$ cat config.mk
export PLATFORM = sky130hd
export DESIGN_NAME = elevator_ctrl_flat
export DESIGN_NICKNAME = d
export VERILOG_FILES = /design/src/rtl/elevator_ctrl_if.sv /design/src/rtl/elevator_ctrl.sv /design/src/flat_wrapper.sv
export SDC_FILE = /design/constraint.sdc
export NUM_CORES = 1
export LEC_CHECK = 0
export CELL_PAD_IN_SITES_DETAIL_PLACEMENT = 1
export CELL_PAD_IN_SITES_GLOBAL_PLACEMENT = 2
export CORE_ASPECT_RATIO = 1.25
export CORE_MARGIN = 8
export CORE_UTILIZATION = 40
export DETAILED_ROUTE_END_ITERATION = 6
export DONT_BUFFER_PORTS = 1
export PLACE_DENSITY_LB_ADDON = 0.3
export REMOVE_ABC_BUFFERS = 1
export SETUP_SLACK_MARGIN = 0.05
export SLEW_MARGIN = 10
export SYNTH_ARGS = -nofsm -noshare
export SYNTH_HDL_FRONTEND = slang
export SYNTH_SLANG_ARGS = --single-unit
$ cat constraint.sdc
create_clock -name clk -period 5.77 [get_ports clk]
set_clock_uncertainty 0.1 [all_clocks]
set_input_delay 1.154 -clock clk [delete_from_list [all_inputs] [get_ports clk]]
set_output_delay 1.154 -clock clk [all_outputs]
set_load 0.01 [all_outputs]
$ cat src/rtl/elevator_ctrl_if.sv
// Elevator controller bus: call buttons and door hold in, indicators out.
//   button_n  floor call buttons, active low, idle 1      (master -> slave)
//   door_hold hold the door open while high               (master -> slave)
//   led       pending call per floor                      (slave -> master)
//   floor     one-hot current floor                       (slave -> master)
//   door      door open                                   (slave -> master)
//   moving    car travelling                              (slave -> master)
//   dir_up    current/last direction, 1 = up              (slave -> master)
interface elevator_ctrl_if #(
  parameter int unsigned FLOORS = 3
);
  logic [FLOORS-1:0] button_n;
  logic              door_hold;
  logic [FLOORS-1:0] led;
  logic [FLOORS-1:0] floor;
  logic              door;
  logic              moving;
  logic              dir_up;

  modport master (
    output button_n, door_hold,
    input  led, floor, door, moving, dir_up
  );

  modport slave (
    input  button_n, door_hold,
    output led, floor, door, moving, dir_up
  );
endinterface

$ cat src/rtl/elevator_ctrl.sv
// SCAN-policy elevator controller for FLOORS floors.
// Latches falling-edge button presses as calls, keeps travelling in the
// current direction while calls lie ahead, times travel per floor and the
// door dwell, and honours a door-hold input.
//   clk    system clock, rising edge
//   rst_n  synchronous reset, active low
//   bus    elevator_ctrl_if.slave (button_n, door_hold in; led, floor,
//          door, moving, dir_up out)
module elevator_ctrl #(
  parameter int unsigned FLOORS        = 3,
  parameter int unsigned TRAVEL_CYCLES = 4,
  parameter int unsigned DOOR_CYCLES   = 3
) (
  input  logic            clk,
  input  logic            rst_n,
  elevator_ctrl_if.slave  bus
);

  localparam int unsigned FW = (FLOORS        > 2) ? $clog2(FLOORS)        : 1;
  localparam int unsigned TW = (TRAVEL_CYCLES > 2) ? $clog2(TRAVEL_CYCLES) : 1;
  localparam int unsigned DW = (DOOR_CYCLES   > 2) ? $clog2(DOOR_CYCLES)   : 1;

  typedef enum logic [1:0] {IDLE, MOVING, DOOR_OPEN} state_e;

  state_e            state_q;
  logic [FLOORS-1:0] btn_q;
  logic [FLOORS-1:0] led_q;
  logic [FLOORS-1:0] floor_q;
  logic [FW-1:0]     cur_q;
  logic [TW-1:0]     travel_q;
  logic [DW-1:0]     dwell_q;
  logic              door_q;
  logic              moving_q;
  logic              dir_up_q;

  logic [FLOORS-1:0] press;
  logic [FLOORS-1:0] new_calls;
  logic [FLOORS-1:0] arr_calls;
  logic [FW-1:0]     nxt_cur;
  logic              press_at_cur;
  logic              above, below, ahead, behind;
  logic              at_end, hit;

  always_comb begin
    press        = btn_q & ~bus.button_n;
    press_at_cur = press[cur_q];
    // A press at the current floor only becomes a call while travelling;
    // otherwise it (re)opens the door instead.
    new_calls    = press;
    if (state_q != MOVING) new_calls[cur_q] = 1'b0;

    above = 1'b0;
    below = 1'b0;
    for (int unsigned i = 0; i < FLOORS; i++) begin
      if (i > 32'(cur_q)) above = above | led_q[i];
      if (i < 32'(cur_q)) below = below | led_q[i];
    end
    ahead  = dir_up_q ? above : below;
    behind = dir_up_q ? below : above;

    at_end  = dir_up_q ? (cur_q == FW'(FLOORS - 1)) : (cur_q == '0);
    nxt_cur = dir_up_q ? cur_q + 1'b1 : cur_q - 1'b1;
    // Presses on the arrival edge are served by this stop.
    arr_calls = led_q | press;
    hit       = at_end ? 1'b0 : arr_calls[nxt_cur];
  end

  always_ff @(posedge clk) begin
    if (!rst_n) begin
      state_q  <= IDLE;
      btn_q    <= '1;
      led_q    <= '0;
      floor_q  <= FLOORS'(1);
      cur_q    <= '0;
      travel_q <= '0;
      dwell_q  <= '0;
      door_q   <= 1'b0;
      moving_q <= 1'b0;
      dir_up_q <= 1'b1;
    end else begin
      btn_q <= bus.button_n;
      led_q <= led_q | new_calls;

      case (state_q)
        IDLE: begin
          if (press_at_cur) begin
            door_q  <= 1'b1;
            dwell_q <= '0;
            state_q <= DOOR_OPEN;
          end else if (|led_q) begin
            moving_q <= 1'b1;
            travel_q <= '0;
            dir_up_q <= above & (dir_up_q | ~below);
            state_q  <= MOVING;
          end
        end

        MOVING: begin
          if (travel_q == TW'(TRAVEL_CYCLES - 1)) begin
            travel_q <= '0;
            if (at_end) begin
              // Cannot go further this way; turn toward the remaining calls.
              dir_up_q <= ~dir_up_q;
            end else begin
              cur_q   <= nxt_cur;
              floor_q <= dir_up_q ? (floor_q << 1) : (floor_q >> 1);
              if (hit) begin
                led_q[nxt_cur] <= 1'b0;
                moving_q       <= 1'b0;
                door_q         <= 1'b1;
                dwell_q        <= '0;
                state_q        <= DOOR_OPEN;
              end
            end
          end else begin
            travel_q <= travel_q + 1'b1;
          end
        end

        DOOR_OPEN: begin
          if (bus.door_hold || press_at_cur) begin
            dwell_q <= '0;
          end else if (dwell_q == DW'(DOOR_CYCLES - 1)) begin
            dwell_q <= '0;
            door_q  <= 1'b0;
            if (ahead || behind) begin
              if (!ahead) dir_up_q <= ~dir_up_q;
              moving_q <= 1'b1;
              travel_q <= '0;
              state_q  <= MOVING;
            end else begin
              state_q <= IDLE;
            end
          end else begin
            dwell_q <= dwell_q + 1'b1;
          end
        end

        default: state_q <= IDLE;
      endcase
    end
  end

  assign bus.led    = led_q;
  assign bus.floor  = floor_q;
  assign bus.door   = door_q;
  assign bus.moving = moving_q;
  assign bus.dir_up = dir_up_q;

endmodule

$ cat src/flat_wrapper.sv
// flat-port wrapper written by rule: the top's interface ports become plain ports
module elevator_ctrl_flat 
#(
  parameter int unsigned FLOORS        = 3,
  parameter int unsigned TRAVEL_CYCLES = 4,
  parameter int unsigned DOOR_CYCLES   = 3
)
  (clk, rst_n, bus_button_n, bus_door_hold, bus_led, bus_floor, bus_door, bus_moving, bus_dir_up);
  elevator_ctrl_if #(.FLOORS(FLOORS)) bus_i ();
  input  logic clk;
  input  logic rst_n;
  input wire logic [$bits(bus_i.button_n)-1:0] bus_button_n;
  input wire logic [$bits(bus_i.door_hold)-1:0] bus_door_hold;
  output wire logic [$bits(bus_i.led)-1:0] bus_led;
  output wire logic [$bits(bus_i.floor)-1:0] bus_floor;
  output wire logic [$bits(bus_i.door)-1:0] bus_door;
  output wire logic [$bits(bus_i.moving)-1:0] bus_moving;
  output wire logic [$bits(bus_i.dir_up)-1:0] bus_dir_up;
  assign bus_i.button_n = bus_button_n;
  assign bus_i.door_hold = bus_door_hold;
  assign bus_led = bus_i.led;
  assign bus_floor = bus_i.floor;
  assign bus_door = bus_i.door;
  assign bus_moving = bus_i.moving;
  assign bus_dir_up = bus_i.dir_up;
  elevator_ctrl #(.FLOORS(FLOORS), .TRAVEL_CYCLES(TRAVEL_CYCLES), .DOOR_CYCLES(DOOR_CYCLES)) u_core (.clk(clk), .rst_n(rst_n), .bus(bus_i));
endmodule
==> out/summary.log, run 1 <==
INFO  run_status     status=finished, final reports clean
INFO  setup_path     setup.worst_path.class=flip-flop to flip-flop
INFO  sta            fin_tns_setup=0ns
INFO  clock_tree     cts_post_setup_buffers_inserted=0
INFO  final_layout   area_growth_syn_to_fin=3.91%
INFO  setup_path     cp_top_family=compound AO/OA/AOI/OAI gates
INFO  drt            remaining_drc_errors=0
INFO  die            chipWidth=65.3um
INFO  die            die-height=77.6um
INFO  job            drv_cap=0
INFO  clock_tree     number_of_cts_inserted_buffers=3
INFO  synth          synthTopCellsByArea=sky130_fd_sc_hd__dfxtp_1 (33%), sky130_fd_sc_hd__ha_1 (10%), sky130_fd_sc_hd__nand2_1 (5.3%)
INFO  final_layout   num_antenna_cells=0
INFO  setup_path     cp_data_required_time=5.88ns
INFO  grt            wire_length_of_the_first_global_routing_pass=5.14mm
INFO  clock_tree     holdBufCountCts=0
INFO  synth          synth_seq_cells=20
INFO  setup_path     critPathBufInv=1
INFO  power_and_ir_drop power=0.482mW
INFO  grt            overflow=0
INFO  die            row_count=22
INFO  synth          synthesis.area=1210squm
INFO  setup_path     regToRegSetupSlack=3.05ns
INFO  setup_path     critPathSlowestCell=sky130_fd_sc_hd__dfxtp_1
INFO  setup_path     crit_path_cell_trace=inv_1 > ha_1 > xor2_2 > nand2_1 > o221ai_1 > o21ai_0 > and3_1 > a32o_1
INFO  die            io-pin-count=15
INFO  setup_path     worstReg2RegStart=u_core.cur_q[0]$_SDFFE_PN0P_
INFO  sta            final-max-slew-violation-count=0
INFO  sta            final_hold_viol_count=0
INFO  clock_tree     max_clock_buf_depth=2
INFO  drt            route.vias.total=1012
INFO  sta            maxSlewHeadroom=68.4%
INFO  power_and_ir_drop max-vdd-ir-drop=0.179mV
INFO  place          buffer_ports.inserted=0
INFO  sta            final_period_minus_worst_setup_slack=2.72ns
INFO  die            placeableCoreArea=2920squm
INFO  setup_path     worst_setup_path_start_kind=flip-flop
INFO  clock_tree     cts.sink_count=20
INFO  setup_path     critPathMaxFanout=9
INFO  grt            antenna_found_initial=0
INFO  sta            final.period_utilization=47.1%
INFO  final_layout   filler_cell_count=382
INFO  place          dp.cells=177
INFO  clock_tree     clkTransAtPathRegs=0.12ns
INFO  power_and_ir_drop power_density=382nW/um^2
INFO  sta            worst_max_slew_pin_slew=0.473ns
INFO  clock_tree     cts_htree_levels=1
INFO  clock_tree     cts_resized=0
INFO  synth          yosysWarningCount=0
INFO  worst_hold_path worst_hold_path_type=flip-flop to flip-flop
INFO  sta            fmax=0.368GHz
INFO  synth          synth_seq_area_share=33.0%
INFO  synth          synth.distinct_cells=41
INFO  setup_path     reg2reg_depth=8
INFO  final_layout   final_nets=162
INFO  synth          synth_top_area_share=33.0%
INFO  clock_tree     worstSkewPairLatency=0.30ns
INFO  drt            postRouteAntennaNets=0
INFO  final_layout   finish.cell_count_without_fillers=180
INFO  clock_tree     ctsRootBufferMaster=sky130_fd_sc_hd__clkbuf_4
INFO  die            initial_utilization=41.6%
INFO  clock_tree     cts_tree=done
INFO  synth          synth_ff_type=sky130_fd_sc_hd__dfxtp_1
INFO  synth          synth_enable_flop_cells=0
INFO  place          detailed_place_hpwl=2.37mm
INFO  setup_path     endpoint=u_core.bus.door$_SDFFE_PN0P_
INFO  drt            detailedRoute.firstIterationViolations=33
INFO  setup_path     reg2reg_to=u_core.bus.door$_SDFFE_PN0P_
INFO  drt            finalWirelength=3.02mm
INFO  synth          postSynth.asyncResetShare=0%
INFO  die            die-area=5070squm
INFO  grt            gr-usage-all-layers=12.4%
INFO  grt            grt_max_degree=21
INFO  drt            drtPass1Iterations=4
INFO  place          gpl.final_weighted_congestion=0.826
INFO  setup_path     critical_path_cell_count=8
INFO  power_and_ir_drop leakage=0.480nW
INFO  setup_path     end_kind=flip-flop
INFO  grt            grt_pass1_vias=1096
INFO  sta            setup_viol=0
INFO  drt            wire_per_inst=16.8um
INFO  synth          avgSynthCellArea=8.38squm
INFO  final_layout   final_layout_size_suffix_gt1_share=5.56%
INFO  setup_path     critPathArrivalTime=2.83ns
INFO  sta            grt_setup_unrepaired=false
INFO  synth          synth_cells=145
INFO  setup_path     critical_path.startpoint=u_core.cur_q[0]$_SDFFE_PN0P_
INFO  setup_path     largest_stage_delay_worst_path=0.53ns
INFO  drt            routed_via_density=5.62
INFO  synth          synth_top_cell_by_area=sky130_fd_sc_hd__dfxtp_1
state kept, by name (all words and copies together) (netlist names):
signal             cells
u_core.dwell_q         2
u_core.bus.floor       3
u_core.cur_q           2
u_core.bus.door        1
u_core.bus.dir_up      1
u_core.state_q         2
u_core.bus.led         3
u_core.travel_q        2
u_core.btn_q           3
u_core.bus.moving      1
synthesized netlist by cell type (all sizes together) (2+ instances only):
cell type and instances:
buf 2, dfxtp 20, mux2i 5, a21oi 12
inv 13, nand2 17, and2 2, mux2 2
a41oi 2, nor3 2, ha 10, o31ai 2
nand3 2, a211oi 3, o21ai 9, o221ai 2
nand2b 7, a22oi 2, nor2 11, clkbuf 2
worst register-to-register path, cell delays in order, from the launching register on:
cell                       delay, ns
sky130_fd_sc_hd__dfxtp_1        0.53
sky130_fd_sc_hd__inv_1          0.22
sky130_fd_sc_hd__ha_1           0.36
sky130_fd_sc_hd__xor2_2         0.28
sky130_fd_sc_hd__nand2_1        0.09
sky130_fd_sc_hd__o221ai_1       0.33
sky130_fd_sc_hd__o21ai_0        0.18
sky130_fd_sc_hd__and3_1         0.27
sky130_fd_sc_hd__a32o_1         0.27
power by group:
part	internal [mW]	leakage, nW	switching, mW
clock	0.0244	0.0138	0.0442
sequential	0.161	0.164	0.0347
combinational	0.0932	0.302	0.125
layout make-up:
cell class,count,area (sq um),share of cell area (%)
sequential,20,400,31.7
clock buffer,3,22.5,1.78
inverter,13,48.8,3.87
tap,36,45.0,3.57
multi-input combinational,108,746,59.1
placed cells by master (no fill, tap or decap), drive strengths merged, types with 2 or more instances in the layout:
cell / instances
ha: 10
nand3: 2
nor3: 2
a211oi: 3
o21ai: 9
o221ai: 2
a41oi: 2
a22oi: 2
inv: 13
mux2i: 5
and2: 2
dfxtp: 20
nand2: 17
nor2: 11
mux2: 2
o31ai: 2
a21oi: 12
nand2b: 7
clkbuf: 3
worst min path at each step:
| stage | startpoint | slack, ns | cells past startpoint | end |
|---|---|---|---|---|
| CTS | u_core.travel_q[1]$_SDFFE_PN0P_ | 0.40 | 2 | u_core.travel_q[1]$_SDFFE_PN0P_ |
| floorplan | u_core.dwell_q[1]$_SDFFE_PN0P_ | 0.35 | 2 | u_core.dwell_q[1]$_SDFFE_PN0P_ |
| global route | u_core.travel_q[1]$_SDFFE_PN0P_ | 0.42 | 2 | u_core.travel_q[1]$_SDFFE_PN0P_ |
| global placement | u_core.dwell_q[1]$_SDFFE_PN0P_ | 0.36 | 2 | u_core.dwell_q[1]$_SDFFE_PN0P_ |
| finish | u_core.travel_q[1]$_SDFFE_PN0P_ | 0.39 | 2 | u_core.travel_q[1]$_SDFFE_PN0P_ |
| detailed placement | u_core.travel_q[1]$_SDFFE_PN0P_ | 0.38 | 2 | u_core.travel_q[1]$_SDFFE_PN0P_ |
routing by layer:
metal / share of wire (%) / wire length (um) / vias up / global-route usage [%]
met5: 0 / 0 / - / 0
met4: 1.4 / 42 / 0 / 4.60
met3: 3.9 / 117 / 4 / 2.59
met2: 50 / 1520 / 12 / 22.0
met1: 44 / 1330 / 482 / 14.1
li1: - / - / 514 / -
cell families (layout without fill, tap and decap cells):
family                     after synthesis  count (layout)  share of synthesized area [%]
buffers and inverters                   17              16                           5.66
adders and majority gates               10              10                           10.3
xor gates and xnor gates                 2               2                           2.06
AOI/OAI and AO/OA                       40              40                           23.5
and+or+nand+nor                         49              49                           19.6
DFF                                     20              20                           33.0
muxes                                    7               7                           5.97
stage by stage:
stage | hold WS (ns) | setup WS (ns) | area (sq um) | util, %
6_report | 0.391 | 3.05 | 1260 | 43.3
5_1_grt | 0.420 | 2.82 | 1260 | 43.3
4_1_cts | 0.398 | 3.02 | 1260 | 43.3
3_5_place_dp | 0.380 | 2.93 | 1240 | 42.5
3_3_place_gp | 0.359 | 2.97 | 1240 | 42.5
2_1_floorplan | 0.348 | 3.08 | 1190 | -
No activity file was read; power rests on OpenSTA's default activity.
==> inputs of run 2 (changes only) <==
--- a/config.mk
+++ b/config.mk
@@ -9,7 +9,7 @@
 export CELL_PAD_IN_SITES_GLOBAL_PLACEMENT = 2
 export CORE_ASPECT_RATIO = 1.25
 export CORE_MARGIN = 8
-export CORE_UTILIZATION = 40
+export CORE_UTILIZATION = 37
 export DETAILED_ROUTE_END_ITERATION = 6
 export DONT_BUFFER_PORTS = 1
 export PLACE_DENSITY_LB_ADDON = 0.3
==> constraint.sdc (replaced) <==
create_clock -name clk -period 2.7 [get_ports clk]
set_clock_uncertainty 0.1 [all_clocks]
set_input_delay 0.54 -clock clk [delete_from_list [all_inputs] [get_ports clk]]
set_output_delay 0.54 -clock clk [all_outputs]
set_load 0.01 [all_outputs]
==> run 2 against run 1 <==
  * Clock power rose to 3.5 times the previous value
  * Sequential share of layout area down 1.3 points
  * Via count rose by 4.9%
  * Register-to-register slack worse by 2.8 ns
  * Global-route usage rose by 0.95 points
  * Count of clock-buffer cells in the layout grew 1
  * Largest cell class unchanged
  * Largest power group unchanged
==> out/summary.log, run 2 (same netlist as run 1, synthesis figures left out) <==
INFO  power_and_ir_drop p_seq_share=34.7%
INFO  clock_tree     ctsRootBufferMaster=sky130_fd_sc_hd__clkbuf_8
INFO  sta            final-max-slew-violation-count=0
INFO  sta            fmax=0.404GHz
INFO  place          buffer_ports.inserted=0
INFO  die            die-area=5380squm
INFO  power_and_ir_drop switching_part_of_the_total_power=40.4%
INFO  drt            finalWirelength=3.28mm
INFO  sta            worst_max_slew_pin_slew=0.487ns
INFO  drt            wire_per_inst=17.8um
INFO  sta            fin_ws=0.222ns
INFO  final_layout   area_growth_syn_to_fin=8.44%
INFO  final_layout   core_utilization_of_the_finished_layout=41.6%
INFO  worst_hold_path worst_hold_path_type=primary input to flip-flop
INFO  power_and_ir_drop net-switching-power=0.465mW
INFO  die            initial_utilization=38.4%
INFO  clock_tree     max_clock_buf_depth=2
INFO  setup_path     end_kind=flip-flop
INFO  place          gpl.final_weighted_congestion=0.825
INFO  final_layout   post-route-cell-area=1320squm
INFO  run_status     status=finished, final reports clean
INFO  die            die-height=80.1um
INFO  sta            hold-worst-slack=0.241ns
INFO  job            drv_cap=0
INFO  sta            final_period_minus_worst_setup_slack=2.48ns
INFO  setup_path     critPathArrivalTime=2.54ns
INFO  grt            wire_length_of_the_first_global_routing_pass=5.73mm
INFO  grt            grt_max_degree=21
INFO  sta            final_hold_viol_count=0
INFO  drt            remaining_drc_errors=0
INFO  sta            setup_viol=0
INFO  drt            postRouteAntennaNets=0
INFO  power_and_ir_drop power_frac_clock=20.9%
INFO  setup_path     critical_path.startpoint=u_core.cur_q[1]$_SDFFE_PN0P_
INFO  power_and_ir_drop power.combinational.fraction=44.4%
INFO  grt            antenna_found_initial=0
INFO  power_and_ir_drop internal-power=0.685mW
INFO  power_and_ir_drop power_density=873nW/um^2
INFO  clock_tree     cts.sink_count=20
INFO  drt            route.vias.total=1062
INFO  clock_tree     holdBufCountCts=0
INFO  drt            detailedRoute.firstIterationViolations=34
INFO  place          placement.setup.worst_slack=0.190ns
INFO  setup_path     cp_data_required_time=2.76ns
INFO  final_layout   num_antenna_cells=0
INFO  die            placeableCoreArea=3170squm
INFO  final_layout   final_nets=164
INFO  sta            final.period_utilization=91.8%
INFO  grt            overflow=0
INFO  final_layout   most_frequent_cells_in_the_layout=sky130_fd_sc_hd__dfxtp_1 (20), sky130_fd_sc_hd__nand2_1 (17), sky130_fd_sc_hd__inv_1 (13)
INFO  die            chipWidth=67.3um
INFO  place          detailed_place_hpwl=2.46mm
INFO  die            io-pin-count=15
INFO  worst_hold_path worst_hold_startpoint=rst_n
INFO  clock_tree     cts_htree_levels=1
INFO  drt            drtPass1Iterations=4
INFO  grt            gr-usage-all-layers=13.4%
INFO  sta            grt_setup_unrepaired=false
INFO  clock_tree     cts_tree=done
INFO  setup_path     worst_setup_path_start_kind=flip-flop
INFO  clock_tree     number_of_cts_inserted_buffers=3
INFO  clock_tree     worstSkewPairLatency=0.27ns
INFO  sta            maxSlewHeadroom=67.1%
INFO  setup_path     setup.worst_path.class=flip-flop to flip-flop
INFO  final_layout   final_layout_size_suffix_gt1_share=8.16%
INFO  setup_path     worstReg2RegStart=u_core.cur_q[1]$_SDFFE_PN0P_
INFO  setup_path     critPathMaxFanout=8
INFO  sta            fin_tns_setup=0ns
INFO  die            row_count=23
INFO  power_and_ir_drop max-vdd-ir-drop=0.452mV
INFO  final_layout   layout_commonest_cell=sky130_fd_sc_hd__dfxtp_1
INFO  place          post_place_instance_area=1260squm
INFO  clock_tree     clkTransAtPathRegs=0.08ns
INFO  power_and_ir_drop leakage=0.505nW
INFO  drt            routed_via_density=5.77
INFO  grt            grt_pass1_vias=1194
## run 2: worst max-delay path: stages (launching register included)
cell	delay (ns)
sky130_fd_sc_hd__dfxtp_1	0.48
sky130_fd_sc_hd__inv_1	0.14
sky130_fd_sc_hd__ha_1	0.34
sky130_fd_sc_hd__xor2_2	0.30
sky130_fd_sc_hd__nand2_1	0.12
sky130_fd_sc_hd__o221ai_2	0.24
sky130_fd_sc_hd__o21ai_0	0.14
sky130_fd_sc_hd__and3_1	0.26
sky130_fd_sc_hd__a32o_1	0.26
## run 2: timing repair
| item | 4_1_cts | 5_1_grt |
|---|---|---|
| endpoints found under the setup margin | 0 | 3 |
| resized for setup | 0 | 2 |
| setup buffers | 0 | 0 |
## run 2: final timing paths
path                            slack [ns]  cells after the start                        endpoint
worst max register to register        0.22                      8    u_core.bus.door$_SDFFE_PN0P_
worst max-delay path                  0.22                      8    u_core.bus.door$_SDFFE_PN0P_
worst min register to register        0.39                      2  u_core.dwell_q[1]$_SDFFE_PN0P_
worst min-delay path                  0.24                      1      u_core.btn_q[0]$_SDFF_PN1_
## run 2: layout make-up
class / count / area (sq um)
well taps: 37 / 46.3
repair buffers: 2 / 15.0
flip-flops and latches: 20 / 400
multi-input cells: 108 / 752
fillers: 392 / 1850
inverters: 13 / 48.8
clock buffers: 4 / 55.1
## run 2: power groups by stage
| stage | registers [mW] | clock network (mW) | logic (mW) |
|---|---|---|---|
| 3_3_place_gp | 0.406 | 0 | 0.484 |
| 3_5_place_dp | 0.408 | 0 | 0.503 |
| 5_1_grt | 0.410 | 0.255 | 0.574 |
| 4_1_cts | 0.401 | 0.244 | 0.507 |
| 6_report | 0.399 | 0.240 | 0.510 |
| 2_1_floorplan | 0.407 | 0 | 0.377 |
## run 2: routing by layer
| metal | vias up | GRT usage, % | part of all wire, % |
|---|---|---|---|
| met5 | - | 0 | 0 |
| met4 | 0 | 6.71 | 2.7 |
| met3 | 9 | 3.48 | 5.0 |
| met2 | 22 | 22.0 | 49 |
| met1 | 517 | 15.6 | 43 |
| li1 | 514 | - | - |
## run 2: metrics by stage
stage,power [mW],instances
finish,1.15,184
global route,1.24,184
CTS,1.15,184
detailed placement,0.912,180
global placement,0.890,180
floorplan,0.784,141
==> inputs of run 3 (changes only) <==
--- a/config.mk
+++ b/config.mk
@@ -12,7 +12,7 @@
 export CORE_UTILIZATION = 37
 export DETAILED_ROUTE_END_ITERATION = 6
 export DONT_BUFFER_PORTS = 1
-export PLACE_DENSITY_LB_ADDON = 0.3
+export PLACE_DENSITY_LB_ADDON = 0.1
 export REMOVE_ABC_BUFFERS = 1
 export SETUP_SLACK_MARGIN = 0.05
 export SLEW_MARGIN = 10
==> run 3 against run 2 <==
  * Non-clock buffer count increased by 2
  * Sequential cell count unchanged
  * Combinational power decreased by 1%
  * Worst setup slack improved by 0.035 ns
  * Maximum frequency increased by 1.4%
  * Global-route usage decreased by 0.060 points
  * Cell count increased by 0.54%
  * Largest power group unchanged
  * Via count decreased by 0.66%
  * Clock power decreased by 17%
  * First-iteration DRC count decreased by 15%
==> out/summary.log, run 3 (same netlist as run 1, synthesis figures left out) <==
INFO  setup_path     worst_setup_path_start_kind=flip-flop
INFO  sta            fmax=0.409GHz
INFO  final_layout   layout_commonest_cell=sky130_fd_sc_hd__dfxtp_1
INFO  clock_tree     cts_resized=0
INFO  run_status     status=finished, final reports clean
INFO  worst_hold_path worst_hold_path_type=primary input to flip-flop
INFO  clock_tree     ctsRootBufferMaster=sky130_fd_sc_hd__clkbuf_8
INFO  final_layout   num_antenna_cells=0
INFO  place          dp.cells=182
INFO  die            die-height=80.1um
INFO  setup_path     critPathMaxFanout=8
INFO  sta            worst_max_slew_pin_slew=0.499ns
INFO  drt            routed_via_density=5.70
INFO  final_layout   core_utilization_of_the_finished_layout=41.7%
INFO  place          post_place_instance_area=1270squm
INFO  sta            final.period_utilization=90.5%
INFO  grt            gr-usage-all-layers=13.3%
INFO  clock_tree     max_clock_buf_depth=2
INFO  clock_tree     worstSkewPairLatency=0.26ns
INFO  clock_tree     cts_htree_levels=1
INFO  final_layout   finish.cell_count_without_fillers=185
INFO  power_and_ir_drop switching_part_of_the_total_power=40.5%
INFO  grt            grt_max_degree=21
INFO  setup_path     cp_data_required_time=2.76ns
INFO  power_and_ir_drop leakage=0.508nW
INFO  drt            detailedRoute.firstIterationViolations=29
INFO  final_layout   area_growth_syn_to_fin=8.65%
INFO  grt            overflow=0
INFO  sta            setup_viol=0
INFO  sta            fin_tns_setup=0ns
INFO  clock_tree     number_of_cts_inserted_buffers=3
INFO  clock_tree     cts.sink_count=20
INFO  grt            grt_pass1_vias=1121
INFO  power_and_ir_drop p_seq_share=36.2%
INFO  final_layout   final_layout_size_suffix_gt1_share=9.46%
INFO  die            initial_utilization=38.4%
INFO  drt            wire_per_inst=17.8um
INFO  drt            route.vias.total=1055
INFO  setup_path     end_kind=flip-flop
INFO  power_and_ir_drop power.combinational.fraction=45.7%
INFO  power_and_ir_drop internal-power=0.655mW
INFO  sta            final_period_minus_worst_setup_slack=2.44ns
INFO  clock_tree     cts_tree=done
INFO  clock_tree     cts_post_setup_buffers_inserted=0
INFO  power_and_ir_drop power=1.10mW
INFO  die            die-area=5380squm
INFO  sta            fin_ws=0.257ns
INFO  setup_path     regToRegSetupSlack=0.26ns
INFO  setup_path     critPathArrivalTime=2.50ns
INFO  place          detailed_place_hpwl=2.53mm
INFO  drt            remaining_drc_errors=0
INFO  die            chipWidth=67.3um
INFO  die            placeableCoreArea=3170squm
INFO  die            io-pin-count=15
INFO  final_layout   final_nets=166
INFO  sta            grt_setup_unrepaired=false
INFO  final_layout   most_frequent_cells_in_the_layout=sky130_fd_sc_hd__dfxtp_1 (19), sky130_fd_sc_hd__nand2_1 (17), sky130_fd_sc_hd__inv_1 (13)
INFO  drt            finalWirelength=3.29mm
INFO  power_and_ir_drop max-vdd-ir-drop=0.388mV
INFO  job            drv_cap=0
INFO  sta            hold-worst-slack=0.257ns
INFO  final_layout   post-route-cell-area=1320squm
INFO  grt            wire_length_of_the_first_global_routing_pass=5.57mm
INFO  place          buffer_ports.inserted=0
INFO  place          gpl.final_weighted_congestion=0.824
INFO  power_and_ir_drop power_frac_clock=18.1%
INFO  power_and_ir_drop power_density=834nW/um^2
INFO  setup_path     setup.worst_path.class=flip-flop to flip-flop
INFO  sta            final_hold_viol_count=0
INFO  place          placement.setup.worst_slack=0.229ns
INFO  clock_tree     holdBufCountCts=0
INFO  drt            drtPass1Iterations=4
INFO  die            row_count=23
INFO  sta            maxSlewHeadroom=66.3%
INFO  grt            antenna_found_initial=0
INFO  clock_tree     clkTransAtPathRegs=0.08ns
INFO  power_and_ir_drop net-switching-power=0.446mW
INFO  sta            final-max-slew-violation-count=0
INFO  drt            postRouteAntennaNets=0
[run 3: cell types whose count changed in the layout (fill, tap and decap cells not counted), sizes merged]
cell    previous run  this run
clkbuf             4         3
buf                2         4
[run 3: metal layers]
metal  up-vias  wire length, um  part of all wire, %  track usage (%)
met5         -                0                    0                0
met4         0               38                  1.2             5.24
met3         4              166                  5.0             3.06
met2        20             1680                   51             22.5
met1       512             1410                   43             15.7
li1        519                -                    -                -
[run 3: worst paths after layout]
path	from	endpoint	cells after the start
max	u_core.cur_q[1]$_SDFFE_PN0P_	u_core.bus.door$_SDFFE_PN0P_	8
min	rst_n	u_core.btn_q[2]$_SDFF_PN1_	1
max reg2reg	u_core.cur_q[1]$_SDFFE_PN0P_	u_core.bus.door$_SDFFE_PN0P_	8
min reg2reg	u_core.travel_q[1]$_SDFFE_PN0P_	u_core.travel_q[1]$_SDFFE_PN0P_	2
[run 3: worst max-delay path, stage by stage, from the launching register on]
cell	delay [ns]
sky130_fd_sc_hd__dfxtp_1	0.47
sky130_fd_sc_hd__inv_1	0.13
sky130_fd_sc_hd__ha_1	0.34
sky130_fd_sc_hd__xor2_2	0.27
sky130_fd_sc_hd__nand2_1	0.09
sky130_fd_sc_hd__o221ai_1	0.27
sky130_fd_sc_hd__o21ai_0	0.15
sky130_fd_sc_hd__and3_1	0.26
sky130_fd_sc_hd__a32o_1	0.27
[run 3: final cells by class]
cell class,instances,area [sq um]
tap,37,46.3
fill,407,1850
sequential,20,402
multi-input combinational,108,752
inverter,13,48.8
clock buffer,3,41.3
timing repair buffer,4,30.0
[run 3: power groups by stage]
stage                     registers, mW  clock network, mW  logic, mW
after global placement            0.406                  0      0.493
final                             0.399              0.199      0.503
after CTS                         0.401              0.207      0.506
after detailed placement          0.408                  0      0.499
after global routing              0.408              0.212      0.559
after floorplan                   0.407                  0      0.377
